`src/rtl/mem_arbiter.sv`:
```
// -----------------------------------------------------------------------------
// mem_arbiter
//
// Shares one single-ported, fixed-latency memory between the instruction fetch
// port (i_*) and the data port (d_*). One transaction is in flight at a time.
// It runs through IDLE -> ISSUE -> (WAIT) -> RESP -> IDLE. Read data lands in a
// per-port rdata register, and a one-cycle done pulse marks completion in the
// first IDLE cycle after RESP.
//
// Requester handshake: a requester raises its request (i_req, or d_rd/d_wr),
// drives address/data, and holds the request until it sees its done pulse.
// The arbiter captures address/data on the grant edge, so later changes are
// ignored. While a port's done is high, that port's request is not sampled.
// This lets a requester drop or re-raise its request in the cycle after done
// without producing a duplicate grant.
//
// Configuration:
//   MEM_ARB_RR_EN  defined   -> round-robin on ties. A one-bit last-grant
//                               register resets to "instruction", so the
//                               first tie goes to data.
//                  undefined -> fixed priority, data over instruction.
//
// Parameters:
//   ADDR_W   address width
//   DATA_W   data width
//   MEM_LAT  cycles from the mem_en cycle to valid mem_rdata (>= 1)
//
// Ports:
//   clk, rst            clock (rising edge); asynchronous active-low reset
//   i_req, i_addr       fetch request / address
//   i_rdata, i_done     fetched word / completion pulse
//   i_stall             i_req & ~i_done
//   d_rd, d_wr          data read / write request (both high = write + err)
//   d_addr, d_wdata     data address / store data
//   d_rdata, d_done     load data / completion pulse
//   d_stall             (d_rd | d_wr) & ~d_done
//   mem_en, mem_wr      memory strobe / write select (only in ISSUE)
//   mem_addr, mem_wdata memory address / write data (zero outside ISSUE)
//   mem_rdata           memory read data, valid MEM_LAT cycles after mem_en
//   busy                transaction in flight (state != IDLE)
//   err                 sticky: d_rd and d_wr both high in a sampled IDLE cycle
//   dbg_state           current FSM state (IDLE=0, ISSUE=1, WAIT=2, RESP=3)
// -----------------------------------------------------------------------------
module mem_arbiter #(
    parameter int ADDR_W  = 16,
    parameter int DATA_W  = 16,
    parameter int MEM_LAT = 2
) (
    input  logic              clk,
    input  logic              rst,
    input  logic              i_req,
    input  logic [ADDR_W-1:0] i_addr,
    output logic [DATA_W-1:0] i_rdata,
    output logic              i_done,
    output logic              i_stall,
    input  logic              d_rd,
    input  logic              d_wr,
    input  logic [ADDR_W-1:0] d_addr,
    input  logic [DATA_W-1:0] d_wdata,
    output logic [DATA_W-1:0] d_rdata,
    output logic              d_done,
    output logic              d_stall,
    output logic              mem_en,
    output logic              mem_wr,
    output logic [ADDR_W-1:0] mem_addr,
    output logic [DATA_W-1:0] mem_wdata,
    input  logic [DATA_W-1:0] mem_rdata,
    output logic              busy,
    output logic              err,
    output logic [1:0]        dbg_state
);

    typedef enum logic [1:0] {
        ST_IDLE  = 2'd0,
        ST_ISSUE = 2'd1,
        ST_WAIT  = 2'd2,
        ST_RESP  = 2'd3
    } state_t;

    // The counter only ever holds values up to MEM_LAT-1.
    localparam int              CNT_W    = (MEM_LAT > 1) ? $clog2(MEM_LAT) : 1;
    localparam logic [CNT_W-1:0] CNT_LOAD = CNT_W'(MEM_LAT - 1);
    localparam logic [CNT_W-1:0] CNT_ONE  = CNT_W'(1);

    state_t              state_q;
    state_t              state_d;
    logic [CNT_W-1:0]    cnt_q;
    logic                owner_d_q;   // 1: data port owns the transaction
    logic                wr_q;
    logic [ADDR_W-1:0]   addr_q;
    logic [DATA_W-1:0]   wdata_q;

    logic                i_pend;
    logic                d_pend;
    logic                gnt_i;
    logic                gnt_d;
    logic                issue;

    // A port whose done is high this cycle has just been served; its request
    // is still up only because the requester has not yet seen the pulse.
    assign i_pend = i_req & ~i_done;
    assign d_pend = (d_rd | d_wr) & ~d_done;

`ifdef MEM_ARB_RR_EN
    logic last_d_q;   // 1: data port was granted last

    always_ff @(posedge clk or negedge rst) begin
        if (!rst) begin
            last_d_q <= 1'b0;
        end else if (gnt_d) begin
            last_d_q <= 1'b1;
        end else if (gnt_i) begin
            last_d_q <= 1'b0;
        end
    end
`endif

    // ---------------------------------------------------------------------
    // Next-state and grant logic
    // ---------------------------------------------------------------------
    always_comb begin
        state_d = state_q;
        gnt_i   = 1'b0;
        gnt_d   = 1'b0;
        case (state_q)
            ST_IDLE: begin
                if (d_pend && i_pend) begin
`ifdef MEM_ARB_RR_EN
                    if (last_d_q) begin
                        gnt_i = 1'b1;
                    end else begin
                        gnt_d = 1'b1;
                    end
`else
                    // The load/store is the older instruction.
                    gnt_d = 1'b1;
`endif
                end else if (d_pend) begin
                    gnt_d = 1'b1;
                end else if (i_pend) begin
                    gnt_i = 1'b1;
                end
                if (gnt_d || gnt_i) begin
                    state_d = ST_ISSUE;
                end
            end
            ST_ISSUE: begin
                state_d = (MEM_LAT == 1) ? ST_RESP : ST_WAIT;
            end
            ST_WAIT: begin
                if (cnt_q == CNT_ONE) begin
                    state_d = ST_RESP;
                end
            end
            ST_RESP: begin
                state_d = ST_IDLE;
            end
            default: begin
                state_d = ST_IDLE;
            end
        endcase
    end

    always_ff @(posedge clk or negedge rst) begin
        if (!rst) begin
            state_q <= ST_IDLE;
        end else begin
            state_q <= state_d;
        end
    end

    // ---------------------------------------------------------------------
    // Transaction latch, latency counter, response registers, err
    // ---------------------------------------------------------------------
    always_ff @(posedge clk or negedge rst) begin
        if (!rst) begin
            owner_d_q <= 1'b0;
            wr_q      <= 1'b0;
            addr_q    <= '0;
            wdata_q   <= '0;
            cnt_q     <= '0;
            i_rdata   <= '0;
            d_rdata   <= '0;
            i_done    <= 1'b0;
            d_done    <= 1'b0;
            err       <= 1'b0;
        end else begin
            i_done <= 1'b0;
            d_done <= 1'b0;

            if (gnt_d) begin
                owner_d_q <= 1'b1;
                wr_q      <= d_wr;   // rd+wr together resolves to a write
                addr_q    <= d_addr;
                wdata_q   <= d_wdata;
            end else if (gnt_i) begin
                owner_d_q <= 1'b0;
                wr_q      <= 1'b0;
                addr_q    <= i_addr;
                wdata_q   <= '0;
            end

            if ((state_q == ST_IDLE) && d_rd && d_wr && !d_done) begin
                err <= 1'b1;
            end

            case (state_q)
                ST_ISSUE: cnt_q <= CNT_LOAD;
                ST_WAIT:  cnt_q <= cnt_q - CNT_ONE;
                ST_RESP: begin
                    // mem_rdata is valid in this cycle: MEM_LAT after ISSUE.
                    if (owner_d_q) begin
                        d_done <= 1'b1;
                        if (!wr_q) begin
                            d_rdata <= mem_rdata;
                        end
                    end else begin
                        i_done  <= 1'b1;
                        i_rdata <= mem_rdata;
                    end
                end
                default: ;
            endcase
        end
    end

    // ---------------------------------------------------------------------
    // Combinational outputs
    // ---------------------------------------------------------------------
    assign issue     = (state_q == ST_ISSUE);
    assign mem_en    = issue;
    assign mem_wr    = issue & wr_q;
    assign mem_addr  = issue ? addr_q  : '0;
    assign mem_wdata = issue ? wdata_q : '0;

    assign busy      = (state_q != ST_IDLE);
    assign i_stall   = i_req & ~i_done;
    assign d_stall   = (d_rd | d_wr) & ~d_done;
    assign dbg_state = state_q;

endmodule
```
`config.mk`:
```
export PLATFORM = sky130hd
export DESIGN_NAME = mem_arbiter
export DESIGN_NICKNAME = d
export VERILOG_FILES = /design/src/rtl/mem_arbiter.sv
export SDC_FILE = /design/constraint.sdc
export NUM_CORES = 1
export LEC_CHECK = 0
export BUFFER_PORTS_ARGS = -buffer_cell sky130_fd_sc_hd__buf_4
export CORE_MARGIN = 2
export CORE_UTILIZATION = 42
export CTS_CLUSTER_SIZE = 28
export DETAILED_ROUTE_END_ITERATION = 8
export PLACE_DENSITY = 0.76
export SLEW_MARGIN = 5
export SYNTH_ARGS = -nofsm -noshare
export SYNTH_HDL_FRONTEND = slang
export SYNTH_SLANG_ARGS = --single-unit
```
`constraint.sdc`:
```
create_clock -name clk -period 1.73 [get_ports clk]
set_input_delay 0.0865 -clock clk [delete_from_list [all_inputs] [get_ports clk]]
set_output_delay 0.0865 -clock clk [all_outputs]
set_load 0.02 [all_outputs]
```
==> flow_summary.yaml, run 1 <==
route:
  ant_nets: 0
  drt-total-wl_um: 8390
  viasPerCell: 4.82
  via_count: 2587
  drtIter0Drc: 123
  wl_per_cell_um: 15.6
  drt_pass1_iterations: 4
  drcViolationCount: 0
place:
  dp_hpwl_um: 5510
  place_inst: 478
  gp_congestion: 0.751
  port_buffers: 142
  pre_cts_ws_ns: 0.0958
die:
  fp.dieH_um: 89.9
  fp-row-count: 31
  die_width_um: 89.9
  die_area_um2: 8090
  io_pins: 143
  start_util_pct: 43.0
  fp.coreArea_um2: 7210
timing:
  tightest_slew_ns: 0.591
  slew_headroom_pct: 60.6
  setup_ws_ns: 0.0945
  fin_skew_ns: 0.00515
  fin_crit_sh_pct: 94.5
  finalHoldViolations: 0
  rsz0062_at_grt: "yes"
  setup_violations: 0
  fin_crit_ns: 1.64
  slew_violations: 0
  fmax_mhz: 611
global_routing:
  grt_pass1_wl_um: 13400
  grtUsageMet2_pct: 33.6
  busiest_layer: "met2"
  met1_usage_pct: 26.3
  track_usage_pct: 20.8
  grt_pass1_vias: 2657
  overflow: 0
  antenna_found_initial: 0
  grt_max_degree: 45
  grt.met3_usage_pct: 8.89
pwr:
  p_leak_nw: 2.43
  max-vdd-ir-drop_uv: 1150
  p_per_area_nw_per_um2: 1830
  total_power_mw: 9.18
synth:
  ys_seq_area_share_pct: 58.1
  synth_top_family_by_area: "multiplexers"
  synth_xor_area_share_pct: 0
  synth_fa_ha_area_share_pct: 2.02
  synth.avg_cell_area_um2: 12.8
  synthSimpleGateAreaFrac_pct: 10.4
  yosys_warnings: 0
  synth_nets: 317
  ys_types: 28
  ys_ff_latch: 72
  syn_inst: 243
  synthMuxAreaShare_pct: 17.2
  netlist_area_um2: 3100
  synth_compound_gate_area_share_pct: 9.20
outcome:
  outcome: "finished, final reports clean"
finish:
  syn_to_final_growth_pct: 62.0
  fillers: 541
  drive_gt1_share_pct: 50.5
  layout_common_cells: "buf_4 (153), dfrtp_1 (70), and2_1 (34)"
  seq_area_um2: 1800
  diodes: 0
  fin_cells: 537
  fin_util_pct: 69.6
  final_nets: 507
  final_common_cell: "buf_4"
  multiInputGateArea_um2: 1230
setup_path:
  worstPathArrival_ns: 1.55
  endpoint_kind: "primary output"
  path_buf_inv: 3
  crit_slowest_cell: "dfrtp_2"
  critical-path-top-delay-family: "flip-flops"
  path_cells: "inv_2 -> ha_1 -> buf_8 -> and2_1 -> buf_4"
  worstPathRequired_ns: 1.64
  critPathMaxStageDelay_ns: 0.44
  cp_max_fo: 34
  critPathLaunchType: "flop"
  path_class: "reg -> out"
clock_network:
  cts_root_buffer: "clkbuf_8"
  cts.clk_slew.worst_paths_ns: 0.08
  tritoncts: "done"
  cts-buffers-inserted: 9
  cts_sinks: 72
  htreeDepth: 3
  insertion_delay_ns: 0.33
  max-clock-path-buffers: 2
run:
  drv_cap: 0
hold_path:
  holdCritPathClass: "in -> reg"
## layout make-up
| class | instances | area share (%) |
|---|---|---|
| clock buffer | 11 | 3.01 |
| clock inverter | 5 | 1.10 |
| inverter | 5 | 0.374 |
| multi-input combinational | 151 | 24.5 |
| sequential | 72 | 35.9 |
| tap | 99 | 2.47 |
| timing repair buffer | 194 | 32.6 |
## worst reg2reg max path: stages, from the launching register on
cell     delay, ns
dfrtp_2       0.44
inv_2         0.10
ha_4          0.14
inv_2         0.05
nor3_4        0.22
buf_12        0.17
buf_12        0.13
mux2i_1       0.18
o21ai_0       0.08
## worst paths after layout
| check | from | endpoint | slack (ns) | depth (start not counted) |
|---|---|---|---|---|
| max | dbg_state[1]$_DFFE_PN0P_ | mem_addr[13] | 0.09 | 5 |
| min | i_addr[4] | addr_q[4]$_DFFE_PN0P_ | 0.02 | 3 |
| max reg2reg | dbg_state[0]$_DFFE_PN0P_ | addr_q[2]$_DFFE_PN0P_ | 0.10 | 8 |
| min reg2reg | err$_DFFE_PN0P_ | err$_DFFE_PN0P_ | 0.47 | 1 |
| max in group asynchronous | rst | dbg_state[1]$_DFFE_PN0P_ | 0.85 | 3 |
| min in group asynchronous | rst | wdata_q[0]$_DFFE_PN0P_ | 0.31 | 2 |
## routing by layer
metal	wire length, µm	up-vias	part of all wire, %
met3	771	5	9.2
met5	0	-	0
met2	4200	106	50
li1	-	1220	-
met1	3360	1256	40
met4	57	0	0.68
## sequential cells by signal (all words and copies together), names as in the netlist
name	cells
addr_q	16
cnt_q	1
d_done	1
d_rdata	16
dbg_state	2
err	1
i_done	1
i_rdata	16
owner_d_q	1
wdata_q	16
wr_q	1
## power breakdown
part / switching, mW / total, mW / internal (mW)
registers: 0.452 / 2.98 / 2.52
logic: 2.39 / 4.85 / 2.46
clock network: 0.613 / 1.35 / 0.740
## Yosys cell counts
cell	instances	share of area [%]
nand2_1	16	1.9
a41o_1	1	0.32
a21oi_1	1	0.16
a32o_1	1	0.32
o21a_1	1	0.24
and2_1	34	6.9
buf_2	8	1.3
ha_1	5	2.0
o21ba_2	1	0.32
inv_1	5	0.61
clkbuf_1	4	0.48
nor3_4	1	0.52
a22o_1	16	4.5
mux2_2	33	12
nor2_1	1	0.12
a21o_1	1	0.24
nor3_1	1	0.16
nor2b_1	2	0.40
nand2b_1	1	0.20
buf_6	1	0.36
clkbuf_2	1	0.16
mux2i_1	16	5.2
nand3_1	1	0.16
o21ai_1	11	1.8
dfrtp_1	72	58
o21ai_0	6	0.97
o32a_1	1	0.32
buf_4	1	0.24
## cells by family (layout without fill, tap and decap cells)
logic type	Yosys count	in the layout
flops	72	72
simple gates	57	57
mux	49	49
compound gates	40	40
buf+inv	20	215
fa+ha+maj	5	5
## timing repair
| item | in CTS | in global routing |
|---|---|---|
| hold buffers | 33 | 0 |
| hold endpoints to repair | 91 | 0 |
| resized for setup | 1 | 9 |
| setup buffers | 0 | 9 |
| pin swaps | 0 | 1 |
| gates cloned | 0 | 1 |
| setup endpoints to repair | 3 | 39 |
## through the flow
step | TNS [ns] | area, µm² | hold WS (ns)
finish | 0 | 5020 | 0.0231
global route | -0.271 | 5020 | 0.0127
CTS | 0 | 4900 | 0.00554
detailed placement | 0 | 4360 | 0.134
global placement | 0 | 4360 | 0.123
floorplan | 0 | 3110 | -0.209
Note: power is estimated with default switching activity, not from simulation.
==> run 2: changes to the inputs <==
CORE_ASPECT_RATIO = 0.9   (was default)
==> flow_summary.yaml, run 2 (synthesis gave the netlist of run 1 again) <==
global_routing:
  overflow: 0
  grt_max_degree: 50
  track_usage_pct: 20.8
  antenna_found_initial: 0
  grt_pass1_wl_um: 13100
  grt_pass1_vias: 2703
timing:
  fin_skew_ns: 0.00834
  tightest_slew_ns: 0.404
  finalHoldViolations: 0
  fin_crit_ns: 1.64
  fin_crit_sh_pct: 95.1
  slew_violations: 0
  setup_violations: 0
  fmax_mhz: 608
  slew_headroom_pct: 73.0
  setup_ws_ns: 0.0854
  fin_setup_tns_ns: 0
route:
  wl_per_cell_um: 15.8
  met1_length_um: 3520
  drcViolationCount: 0
  drt_pass1_iterations: 4
  ant_nets: 0
  via_count: 2574
  viasPerCell: 4.87
  dr_wl_met3_um: 875
  wl_met2_um: 3870
  drtIter0Drc: 64
  top_layer: "met4"
  drt-total-wl_um: 8360
setup_path:
  path_class: "reg -> reg"
  critPathMaxStageDelay_ns: 0.41
  worstPathArrival_ns: 1.86
  endpoint_kind: "flop"
  path_buf_inv: 2
  critPathLaunchType: "flop"
  worstPathRequired_ns: 1.95
  critical-path-top-delay-family: "flip-flops"
  path_cells: "buf_4 -> ha_1 -> and2_1 -> nand2b_1 -> buf_12 -> mux2_2"
  crit_slowest_cell: "dfrtp_2"
  cp_max_fo: 16
clock_network:
  htreeDepth: 3
  cts_sinks: 72
  max-clock-path-buffers: 2
  cts-buffers-inserted: 9
  cts.clk_slew.worst_paths_ns: 0.07
  insertion_delay_ns: 0.34
  cts_root_buffer: "clkbuf_8"
  tritoncts: "done"
die:
  die_width_um: 94.6
  fp-row-count: 29
  die_area_um2: 8090
  fp.coreArea_um2: 7110
  start_util_pct: 43.6
  fp.dieH_um: 85.5
  io_pins: 143
place:
  gp_congestion: 0.717
  port_buffers: 142
  pre_cts_ws_ns: 0.0558
  post_dp_cell_area_um2: 4340
  dp_hpwl_um: 5370
outcome:
  outcome: "finished, final reports clean"
finish:
  layout_common_cells: "buf_4 (152), dfrtp_1 (70), and2_1 (34)"
  design_area_um2: 4990
  final_nets: 505
  drive_gt1_share_pct: 50.0
  diodes: 0
  syn_to_final_growth_pct: 61.1
  final_common_cell: "buf_4"
pwr:
  max-vdd-ir-drop_uv: 1260
  total_power_mw: 9.23
  p_leak_nw: 2.43
  p_per_area_nw_per_um2: 1850
hold_path:
  holdCritPathClass: "in -> reg"
run:
  drv_cap: 0
-- run 2: changes by cell type in the layout (fill, tap and decap cells not counted) --
cell,previous run,this run
buf_12,6,4
o21ai_0,6,5
bufinv_16,1,2
buf_4,153,152
clkbuf_16,1,2
nor2b_1,1,2
nor2b_2,1,0
clkinv_2,2,3
o21ai_1,10,11
clkbuf_8,11,10
clkinvlp_4,2,1
ha_2,0,1
ha_4,1,0
-- run 2: cell type report --
type | count | area (µm²)
Timing Repair Buffer | 192 | 1620
Inverter | 5 | 18.8
Clock buffer | 10 | 138
Clock inverter | 6 | 82.6
Fill cell | 530 | 2120
Tap cell | 93 | 116
Sequential cell | 72 | 1800
Multi-Input combinational cell | 151 | 1220
-- run 2: power by group --
part | switching [mW] | internal, mW
Sequential | 0.433 | 2.52
Clock | 0.628 | 0.844
Combinational | 2.39 | 2.41
Total | 3.45 | 5.78
-- run 2: stage by stage --
stage / hold WS (ns) / instances / util, %
2_1_floorplan: -0.209 / 243 / -
3_3_place_gp: 0.0407 / 472 / 61.0
3_5_place_dp: 0.0377 / 472 / 61.0
4_1_cts: 0.00854 / 521 / 68.8
5_1_grt: 0.00868 / 529 / 70.2
6_report: 0.0211 / 529 / 70.2
-- run 2: worst register-to-register path, stage by stage, from the launching register on --
cell      delay [ns]
dfrtp_2         0.41
buf_4           0.14
ha_1            0.19
and2_1          0.16
nand2b_1        0.12
buf_12          0.17
mux2_2          0.35
-- run 2: timing repair --
item                                    4_1_cts  5_1_grt
pin swaps                                     0        1
gates cloned                                  0        2
setup buffers                                 0        6
hold buffers                                 33        0
endpoints found under the hold margin        76        0
endpoints found under the setup margin       33       49
gates resized for setup                       1        6
-- run 2: final timing paths --
check / startpoint / cells after the start / endpoint / slack (ns)
setup reg to reg: dbg_state[1]$_DFFE_PN0P_ / 6 / d_rdata[15]$_DFFE_PN0P_ / 0.09
hold / removal: i_addr[5] / 3 / addr_q[5]$_DFFE_PN0P_ / 0.02
setup / recovery: dbg_state[1]$_DFFE_PN0P_ / 6 / d_rdata[15]$_DFFE_PN0P_ / 0.09
min in group asynchronous: rst / 2 / wdata_q[4]$_DFFE_PN0P_ / 0.27
hold reg to reg: addr_q[15]$_DFFE_PN0P_ / 2 / addr_q[15]$_DFFE_PN0P_ / 0.47
max in group asynchronous: rst / 3 / dbg_state[1]$_DFFE_PN0P_ / 0.87
-- run 2: metal layers --
metal / vias to the layer above / GRT usage [%]
li1: 1219 / -
met1: 1225 / 26.1
met2: 118 / 33.6
met3: 12 / 7.73
met4: 0 / 7.11
met5: - / 0
==> run 3: changes to the inputs <==
RECOVER_POWER = 25   (was default)
==> flow_summary.yaml, run 3 (synthesis gave the netlist of run 1 again) <==
outcome:
  outcome: "finished, final reports clean"
clock_network:
  htreeDepth: 3
  cts_sinks: 72
  cts.clk_slew.worst_paths_ns: 0.07
  max-clock-path-buffers: 2
  tritoncts: "done"
  insertion_delay_ns: 0.34
  cts-buffers-inserted: 9
  cts_root_buffer: "clkbuf_8"
die:
  io_pins: 143
  start_util_pct: 43.6
  fp.dieH_um: 85.5
  fp-row-count: 29
  die_area_um2: 8090
  die_width_um: 94.6
  fp.coreArea_um2: 7110
finish:
  fin_util_pct: 70.2
  drive_gt1_share_pct: 50.0
  layout_common_cells: "buf_4 (151), dfrtp_1 (70), and2_1 (34)"
  design_area_um2: 4990
  syn_to_final_growth_pct: 61.0
  seq_area_um2: 1800
  fillers: 531
  diodes: 0
  multiInputGateArea_um2: 1220
  final_nets: 505
  final_common_cell: "buf_4"
route:
  drt_pass1_iterations: 4
  drt-total-wl_um: 8360
  drcViolationCount: 0
  wl_per_cell_um: 15.8
  drtIter0Drc: 64
  via_count: 2574
  viasPerCell: 4.87
  ant_nets: 0
place:
  dp_hpwl_um: 5370
  post_dp_cell_area_um2: 4340
  pre_cts_ws_ns: 0.0558
  port_buffers: 142
  gp_congestion: 0.717
pwr:
  total_power_mw: 9.23
  max-vdd-ir-drop_uv: 1260
  p_leak_nw: 2.43
  p_per_area_nw_per_um2: 1850
timing:
  setup_ws_ns: 0.0854
  fin_crit_ns: 1.64
  fin_skew_ns: 0.00834
  fmax_mhz: 608
  holdWs_ns: 0.0211
  fin_crit_sh_pct: 95.1
  setup_violations: 0
  slew_headroom_pct: 49.5
  finalHoldViolations: 0
  slew_violations: 0
  tightest_slew_ns: 0.757
setup_path:
  worstPathArrival_ns: 1.86
  reg2reg_depth: 6
  path_buf_inv: 2
  critPathLaunchType: "flop"
  reg2reg_to: "d_rdata[15]$_DFFE_PN0P_"
  path_class: "reg -> reg"
  r2r_slack_ns: 0.09
  cp_max_fo: 16
  crit_slowest_cell: "dfrtp_2"
  critPathMaxStageDelay_ns: 0.41
  critical-path-top-delay-family: "flip-flops"
  r2r-start: "dbg_state[1]$_DFFE_PN0P_"
  path_cells: "buf_4 -> ha_1 -> and2_1 -> nand2b_1 -> buf_12 -> mux2_2"
  worstPathRequired_ns: 1.95
  endpoint_kind: "flop"
hold_path:
  hold_path_depth: 3
  holdCritPathClass: "in -> reg"
  min_from: "i_addr[5]"
  min_to: "addr_q[5]$_DFFE_PN0P_"
global_routing:
  grt_pass1_wl_um: 13100
  grt_pass1_vias: 2703
  track_usage_pct: 20.8
  grt_max_degree: 50
  overflow: 0
  antenna_found_initial: 0
run:
  drv_cap: 0
## run 3: changes by cell type in the layout (fill, tap and decap cells not counted), sizes merged
cell	delta
buf	-1
clkbuf	+1
## run 3: worst reg2reg max path: stages, from the launching register on
cell,delay (ns)
dfrtp_2,0.41
buf_4,0.14
ha_1,0.19
and2_1,0.16
nand2b_1,0.12
buf_12,0.17
mux2_2,0.35
## run 3: where the power goes
part / internal, mW / total, mW / switching, mW
Sequential: 2.52 / 2.96 / 0.433
Combinational: 2.41 / 4.80 / 2.39
Clock: 0.844 / 1.47 / 0.628
## run 3: worst max-delay path by stage
stage / from / to / slack (ns) / cells past startpoint
3_3_place_gp: dbg_state[0]$_DFFE_PN0P_ / addr_q[0]$_DFFE_PN0P_ / 0.18 / 7
6_report: dbg_state[1]$_DFFE_PN0P_ / d_rdata[15]$_DFFE_PN0P_ / 0.09 / 6
2_1_floorplan: dbg_state[0]$_DFFE_PN0P_ / addr_q[10]$_DFFE_PN0P_ / 0.02 / 7
3_5_place_dp: dbg_state[1]$_DFFE_PN0P_ / addr_q[11]$_DFFE_PN0P_ / 0.06 / 7
5_1_grt: dbg_state[0]$_DFFE_PN0P_ / addr_q[0]$_DFFE_PN0P_ / -0.0003 / 8
4_1_cts: dbg_state[1]$_DFFE_PN0P_ / mem_addr[4] / 0.005 / 5
## run 3: final cells by class
cell class              instances  share of cell area [%]
clock buffers                  10                    2.76
clock inverters                 6                    1.65
inverters                       5                   0.376
multi-input cells             151                    24.4
flip-flops and latches         72                    36.1
well taps                      93                    2.33
repair buffers                192                    32.3
## run 3: stage by stage
step / setup TNS (ns) / instances
finish: 0 / 529
global route: -0.000334 / 529
CTS: 0 / 521
global placement: 0 / 472
detailed placement: 0 / 472
floorplan: 0 / 243
## run 3: layer usage
metal / routed length [µm] / GRT usage [%] / up-vias / part of all wire [%]
met5: 0 / 0 / - / 0
met4: 98 / 7.11 / 0 / 1.2
met3: 875 / 7.73 / 12 / 10
met2: 3870 / 33.6 / 118 / 46
met1: 3520 / 26.1 / 1225 / 42
li1: - / - / 1219 / -
## run 3: timing repair
item / in CTS / in global routing
pin swaps: 0 / 1
cloned: 0 / 2
hold buffers: 33 / 0
endpoints found under the hold margin: 76 / 0
setup endpoints to repair: 33 / 49
resized for setup: 1 / 6
buffers inserted: 0 / 6
